**src/rtl/shift_normalizer_if.sv**
```systemverilog
// Handshake and result bundle between the CPU control (master) and the
// leading-fill normalizer unit (slave).
interface shift_normalizer_if;
  logic        start;
  logic        mode;
  logic [31:0] data_in;
  logic        busy;
  logic        done;
  logic [5:0]  count;
  logic [31:0] norm;
  logic        all_fill;

  modport master (
    output start, mode, data_in,
    input  busy, done, count, norm, all_fill
  );

  modport slave (
    input  start, mode, data_in,
    output busy, done, count, norm, all_fill
  );
endinterface

```
**src/rtl/shift_normalizer.sv**
```systemverilog
// Multi-cycle CLZ/CLO unit: binary search over 16/8/4/2/1-bit steps, one step
// per cycle, returning the leading-fill count and the left-normalized operand.
module shift_normalizer #(
  parameter int WIDTH = 32
) (
  input logic               clk,
  input logic               reset,
  shift_normalizer_if.slave bus
);

  typedef enum logic [1:0] {IDLE, RUN, DONE} state_t;

  state_t           state_reg;
  logic [WIDTH-1:0] w_reg;
  logic             f_reg;
  logic [5:0]       c_reg;
  logic [4:0]       k_reg;
  logic             busy_reg;
  logic             done_reg;
  logic [5:0]       count_reg;
  logic [WIDTH-1:0] norm_reg;
  logic             all_fill_reg;

  logic [WIDTH-1:0] mask;
  logic [WIDTH-1:0] fill_word;
  logic             match;
  logic [WIDTH-1:0] step_w;
  logic [5:0]       step_c;

  // Top k bits of W are compared against the fill bit in one masked XOR.
  always_comb begin
    mask      = ~({WIDTH{1'b1}} >> k_reg);
    fill_word = {WIDTH{f_reg}};
    match     = ((w_reg ^ fill_word) & mask) == '0;
    step_w    = match ? (w_reg << k_reg) : w_reg;
    step_c    = match ? (c_reg + 6'(k_reg)) : c_reg;
  end

  always_ff @(posedge clk) begin
    if (!reset) begin
      state_reg    <= IDLE;
      w_reg        <= '0;
      f_reg        <= 1'b0;
      c_reg        <= '0;
      k_reg        <= '0;
      busy_reg     <= 1'b0;
      done_reg     <= 1'b0;
      count_reg    <= '0;
      norm_reg     <= '0;
      all_fill_reg <= 1'b0;
    end else begin
      case (state_reg)
        IDLE, DONE: begin
          if (bus.start) begin
            w_reg     <= bus.data_in;
            f_reg     <= bus.mode;
            c_reg     <= '0;
            k_reg     <= 5'd16;
            busy_reg  <= 1'b1;
            done_reg  <= 1'b0;
            state_reg <= RUN;
          end else begin
            done_reg  <= 1'b0;
            state_reg <= IDLE;
          end
        end
        RUN: begin
          if (k_reg == 5'd1) begin
            // The search reaches at most 31; a still-matching MSB means all 32 bits are fill.
            if (step_w[WIDTH-1] == f_reg) begin
              count_reg    <= step_c + 6'd1;
              norm_reg     <= step_w << 1;
              all_fill_reg <= 1'b1;
            end else begin
              count_reg    <= step_c;
              norm_reg     <= step_w;
              all_fill_reg <= 1'b0;
            end
            busy_reg  <= 1'b0;
            done_reg  <= 1'b1;
            state_reg <= DONE;
          end else begin
            w_reg <= step_w;
            c_reg <= step_c;
            k_reg <= k_reg >> 1;
          end
        end
        default: begin
          busy_reg  <= 1'b0;
          done_reg  <= 1'b0;
          state_reg <= IDLE;
        end
      endcase
    end
  end

  assign bus.busy     = busy_reg;
  assign bus.done     = done_reg;
  assign bus.count    = count_reg;
  assign bus.norm     = norm_reg;
  assign bus.all_fill = all_fill_reg;

endmodule

```
**src/flat_wrapper.sv**
```systemverilog
// flat-port wrapper written by rule: the top's interface ports become plain ports
module shift_normalizer_flat 
#(
  parameter int WIDTH = 32
)
  (clk, reset, bus_start, bus_mode, bus_data_in, bus_busy, bus_done, bus_count, bus_norm, bus_all_fill);
  shift_normalizer_if bus_i ();
  input logic clk;
  input logic reset;
  input wire logic [$bits(bus_i.start)-1:0] bus_start;
  input wire logic [$bits(bus_i.mode)-1:0] bus_mode;
  input wire logic [$bits(bus_i.data_in)-1:0] bus_data_in;
  output wire logic [$bits(bus_i.busy)-1:0] bus_busy;
  output wire logic [$bits(bus_i.done)-1:0] bus_done;
  output wire logic [$bits(bus_i.count)-1:0] bus_count;
  output wire logic [$bits(bus_i.norm)-1:0] bus_norm;
  output wire logic [$bits(bus_i.all_fill)-1:0] bus_all_fill;
  assign bus_i.start = bus_start;
  assign bus_i.mode = bus_mode;
  assign bus_i.data_in = bus_data_in;
  assign bus_busy = bus_i.busy;
  assign bus_done = bus_i.done;
  assign bus_count = bus_i.count;
  assign bus_norm = bus_i.norm;
  assign bus_all_fill = bus_i.all_fill;
  shift_normalizer #(.WIDTH(WIDTH)) u_core (.clk(clk), .reset(reset), .bus(bus_i));
endmodule
```
**config.mk**
```make
export PLATFORM = sky130hd
export DESIGN_NAME = shift_normalizer_flat
export DESIGN_NICKNAME = d
export VERILOG_FILES = /design/src/rtl/shift_normalizer_if.sv /design/src/rtl/shift_normalizer.sv /design/src/flat_wrapper.sv
export SDC_FILE = /design/constraint.sdc
export NUM_CORES = 1
export LEC_CHECK = 0
export CORE_UTILIZATION = 59
export CTS_BUF_LIST = sky130_fd_sc_hd__clkbuf_8
export CTS_CLUSTER_SIZE = 30
export DETAILED_ROUTE_END_ITERATION = 16
export PLACE_DENSITY = 0.86
export SYNTH_ARGS = -nofsm -noshare
export SYNTH_HDL_FRONTEND = slang
export SYNTH_SLANG_ARGS = --single-unit
export TNS_END_PERCENT = 30
```
**constraint.sdc**
```tcl
create_clock -name clk -period 3.38 [get_ports clk]
set_input_delay 0.338 -clock clk [delete_from_list [all_inputs] [get_ports clk]]
set_output_delay 0.338 -clock clk [all_outputs]
set_load 0.02 [all_outputs]
```
After elaboration in Yosys (flattened, before gate mapping)
Cells that the tools add are included.
{ "word_totals": {"register_bits": 87, "inputBits": 36, "output_inout_bits": 41, "elab_cells": 53} }
{ "classes": {"n_mux": 20, "eq_ne": 7, "reduce_logical": 9, "shift": 2, "add_sub_neg": 2, "bitwise": 3} }
{ "ops": {"columns": ["cell", "count"], "rows": [
  ["32-bit 2-to-1 mux", 4],
  ["32-bit one-hot mux with 2 select lines", 1],
  ["32-bit AND", 1],
  ["32-bit logical NOT", 1],
  ["32-bit inverter", 1],
  ["32-bit by 5-bit left shift with 32-bit output", 1],
  ["32-bit by 5-bit right shift with 32-bit output, first input constant", 1],
  ["32-bit bitwise XOR", 1],
  ["6-bit 2-to-1 mux", 4],
  ["6-bit one-hot mux with 2 select lines", 1],
  ["5-bit 2-to-1 mux", 2],
  ["5-bit one-hot mux with 2 select lines", 1],
  ["2-bit AND reduction", 4],
  ["6-bit by 1-bit adder with 6-bit output, second input constant", 1],
  ["6-bit by 5-bit adder with 6-bit output", 1],
  ["5-bit by 1-bit equality test with 1-bit output, second input constant", 1],
  ["1-bit 2-to-1 mux", 4],
  ["2-bit != test, second input constant", 2],
  ["2-bit one-hot mux with 2 select lines", 1],
  ["3-bit AND reduction", 1],
  ["2-bit by 1-bit equality test with 1-bit output, second input constant", 1],
  ["2-bit equality test, second input constant", 1],
  ["2-bit logical NOT", 1],
  ["2-bit 2-to-1 mux", 1],
  ["other kinds (5)", 5]
]} }

Logic depth before layout (Yosys ltp)
{ "depth": {"ltp_word": 7, "mapped_depth": 16, "depth_no_buf": 11} }

Worst setup path before layout
OpenSTA, ideal clock, no wires.
{ "synth_timing": {"path_type": "register to register", "from": "reg u_core.k_reg[1]", "to": "reg u_core.count_reg[5], in the netlist u_core.bus.count[5]", "stages_incl_launch_ff": 14, "path_slack_ns": 0.271, "period_less_slack_ns": 3.109, "arrival_ns": 3.040, "path_buffers": 5, "cell_sequence": "dfxtp_1 buf_6 buf_6 buf_2 buf_2 buf_2 inv_1 fa_1 xor2_1 nor2_1 nand4_1 o31a_1 xnor3_1 a21oi_1"} }
{ "synth_via": {"elab_chain_len": 7} }
{ "synth_rtl": {"columns": ["element", "line", "rtl"], "rows": [
  ["start: declaration", "shift_normalizer.sv:17", "logic [4:0] k_reg;"],
  ["start signal: assignment", "shift_normalizer.sv:85", "k_reg <= k_reg >> 1;"],
  ["32-bit by 5-bit right shift with 32-bit output", "shift_normalizer.sv:32", "mask = ~({WIDTH{1'b1}} >> k_reg);"],
  ["32-bit inverter", "shift_normalizer.sv:32", null],
  ["32-bit AND", "shift_normalizer.sv:34", "match = ((w_reg ^ fill_word) & mask) == '0;"],
  ["32-bit logical NOT", "shift_normalizer.sv:34", null],
  ["6-bit 2-to-1 mux or 32-bit 2-to-1 mux (tied branches)", "shift_normalizer.sv:36, shift_normalizer.sv:35", null],
  ["6-bit by 1-bit adder with 6-bit output or 1-bit equality test (tied branches)", "shift_normalizer.sv:71, shift_normalizer.sv:70", null],
  ["6-bit 2-to-1 mux", "shift_normalizer.sv:70", "if (step_w[WIDTH-1] == f_reg) begin"],
  ["end signal: assignment", "shift_normalizer.sv:71", "count_reg <= step_c + 6'd1;"],
  ["end signal: assignment", "shift_normalizer.sv:75", "count_reg <= step_c;"],
  ["end: declaration", "shift_normalizer.sv:20", "logic [5:0] count_reg;"]
]} }
Parallel ways exist; a longest one is shown, timed or not.
A chain may end at the register's enable or synchronous reset.

Final worst setup path
{ "layout_timing": {"from": "reg u_core.k_reg[0]", "to": "reg u_core.count_reg[5], in the netlist u_core.bus.count[5]"} }
The elaborated chain is that of the path after synthesis.

==> metrics.txt <==
WHS Path Cells=2; Final WS setup=65.87 ps; worst hold path type=flop to flop; Critical Path Max Stage Delay=550 ps; Setup violations, final=0; WL met2=11500 µm; core box area=0.01103 mm²; minimum period implied by the final worst setup slack=around 3300 ps; outcome=completed; FF+latch count, synth=87; CTS Sinks=87; R2R Setup Slk=between 60 and 70 ps; FILL cells=around 860; drt initial violations=1198; CP Launch Type=flop; Leak=2.860 nW; Max Fclk=301.7 MHz; RSZ-0062 raised after global routing=true; initial antenna violation count=0; Clock Skew=12.23 ps; Num CTS Buffers=9; via count=around 7400; largest area contributor in the netlist=dfxtp_1; die area=0.01200 mm²; diode count=0; Synth top cells by count=nand2_1, dfxtp_1, o21ai_0, a21oi_1, mux2i_1; peak supply drop=0.3858 mV; sequential fraction of the synthesis area=25.53%; Power Dens Cells=377.6 mW/mm²; critical path class=flop to flop; first-pass GRT wire length=39140 µm; worst r2r path cells=10; worst path cell trace=buf_4, mux4_2, mux2i_1, a32o_1, a211o_1, xor2_1, nand4_1, o31a_1, xnor3_1, a21oi_1; Setup crit end kind=flop; initial core utilization=61.85%; most common cell in the synthesized netlist=nand2_1; Post-synth EDFFs=0; Mapped Cells=approximately 850; Setup Fix Bufs, Post-CTS=0; Residual DRC=0; ANT nets after route=0; DP HPWL=18530 µm; met3 WL=2700 µm; layout cells sized above 1=17.03%; Yosys top cell area share=around 26%; Synth area leaders=dfxtp_1, mux2i_1, o21ai_0; clock root buffer=clkbuf_8; GRT overflow=0; Net count, final=953; # IOs=77; number of global-route vias before repair=6968; setup_tns=0 ps; number of port buffers=76; Worst path top cell family by delay=compound AO/OA/AOI/OAI gates; Slew HR=36.19%; final hold vios=0; period utilization=98.05%; mean post-synth cell area=approximately 8 µm²; Die Span X=109.5 µm; Post-Syn Area=0.006823 mm²; CTS Buffer Depth=2; RD Place Congestion=around 1.1; top sig layer=met4; CTS Hold Bufs=0; CP arrival=3640 ps; Total GRT Usage=43.98%; synth warn=0; die span in y=109.5 µm; Critical Path Fanout Max=8; total of max-cap violations=0; CP Depth=10; drt total wl=25620 µm; DR vias/cell=approximately 7; routed len/inst=roughly 24 µm; slowest cell on the critical path=dfxtp_2; Least-Margin Pin Slew=954.8 ps; H-tree depth=3; largest net degree at the start of global routing=54; standard-cell rows=38; ys flop type=dfxtp_1; syn_nets=889; CTS tree=built; Pre-antenna DRT Iters=6; Synth cell types=76; count of final max-slew check failures=0; Critical Path RT=approximately 3700 ps; Skew-Pair Late Insertion Delay=400 ps; clock transition at the registers of the reported paths=100 ps; Area Growth Syn to Fin=18.63%; met1 wire length=9985 µm; asr flop ratio synth=0%; Place WS=around 140 ps; Bufs and invs on worst path=1
-- cell usage in the layout, fill, tap and decap left out, types with 5 or more instances in the layout --
cell type and count:
a211o_1 6, a21oi_1 67, a21oi_2 6, a22oi_1 32
a31oi_1 6, and2_1 17, buf_4 56, clkbuf_8 9
clkdlybuf4s50_1 76, dfxtp_1 83, ha_1 5, inv_1 15
mux2_2 20, mux2_4 6, mux2i_1 58, mux4_2 16
nand2_1 88, nand2b_1 9, nand3_1 50, nand4_1 6
nor2_1 39, nor3_1 19, o211ai_1 21, o21ai_0 74
o22ai_1 5, o31ai_2 8, xnor2_1 16, xor2_1 7
-- layer usage --
metal  vias up  track usage (%)
met2       544            68.46
met4         0            24.19
met5         -                0
met1      3505            57.33
li1       3253                -
met3       104            8.299
-- area by class of cell --
type	instances	area [µm²]	share of cell area [%]
sequential	87	1747	21.58
multi-input combinational	660	4647	57.41
timing repair buffer	136	1261	15.58
inverter	17	63.81	0.7884
clock buffer	9	123.9	1.530
tap	140	175.2	2.164
clock inverter	7	76.32	0.9430
-- logic make-up (layout without fill, tap and decap cells) --
logic type	Yosys count	in the layout	share of synthesized area, %
compound gates	269	269	25.60
simple gates	258	258	18.45
mux	101	101	18.58
buf+inv	100	169	7.060
flops	87	87	25.53
xor+xnor	24	24	3.283
fa+ha+maj	8	8	1.504
-- report_power, final --
group / internal [mW] / total (mW) / switching [mW] / leakage (nW)
logic: 0.453 / 1.12 / 0.667 / 2.05
registers: 1.06 / 1.15 / 0.0846 / 0.709
clock network: 0.348 / 0.789 / 0.441 / 0.0966
-- stage by stage --
stage | cell area [µm²] | hold WS [ps] | util [%] | total power, mW | instances
6_report | 8094 | 478.4 | 73.38 | 3.057 | 1056
5_1_grt | 8094 | 494.0 | 73.38 | 3.140 | 1056
4_1_cts | 8051 | 473.8 | 72.99 | 2.990 | 1056
3_5_place_dp | 7851 | 453.6 | 71.18 | 2.222 | 1040
3_3_place_gp | 7851 | 444.8 | 71.18 | 2.201 | 1040
2_1_floorplan | 6823 | 449.6 | - | 1.859 | 847
-- timing repair --
action,in CTS,in global routing
setup endpoints to repair,0,33
gates resized for setup,0,10
hold endpoints to repair,0,0
-- worst min-delay path, stage by stage (launching register included) --
cell     delay, ps
dfxtp_1        320
nand3_1         70
nand2_1         50
-- path summary, 6_finish.rpt --
kind | startpoint | end
worst max-delay path | u_core.k_reg[0] | u_core.bus.count[5]
worst min-delay path | u_core.bus.count[3] | u_core.bus.count[3]
worst max register to register | u_core.k_reg[0] | u_core.bus.count[5]
worst min register to register | u_core.bus.count[3] | u_core.bus.count[3]
(Power assumes the default switching activity.)
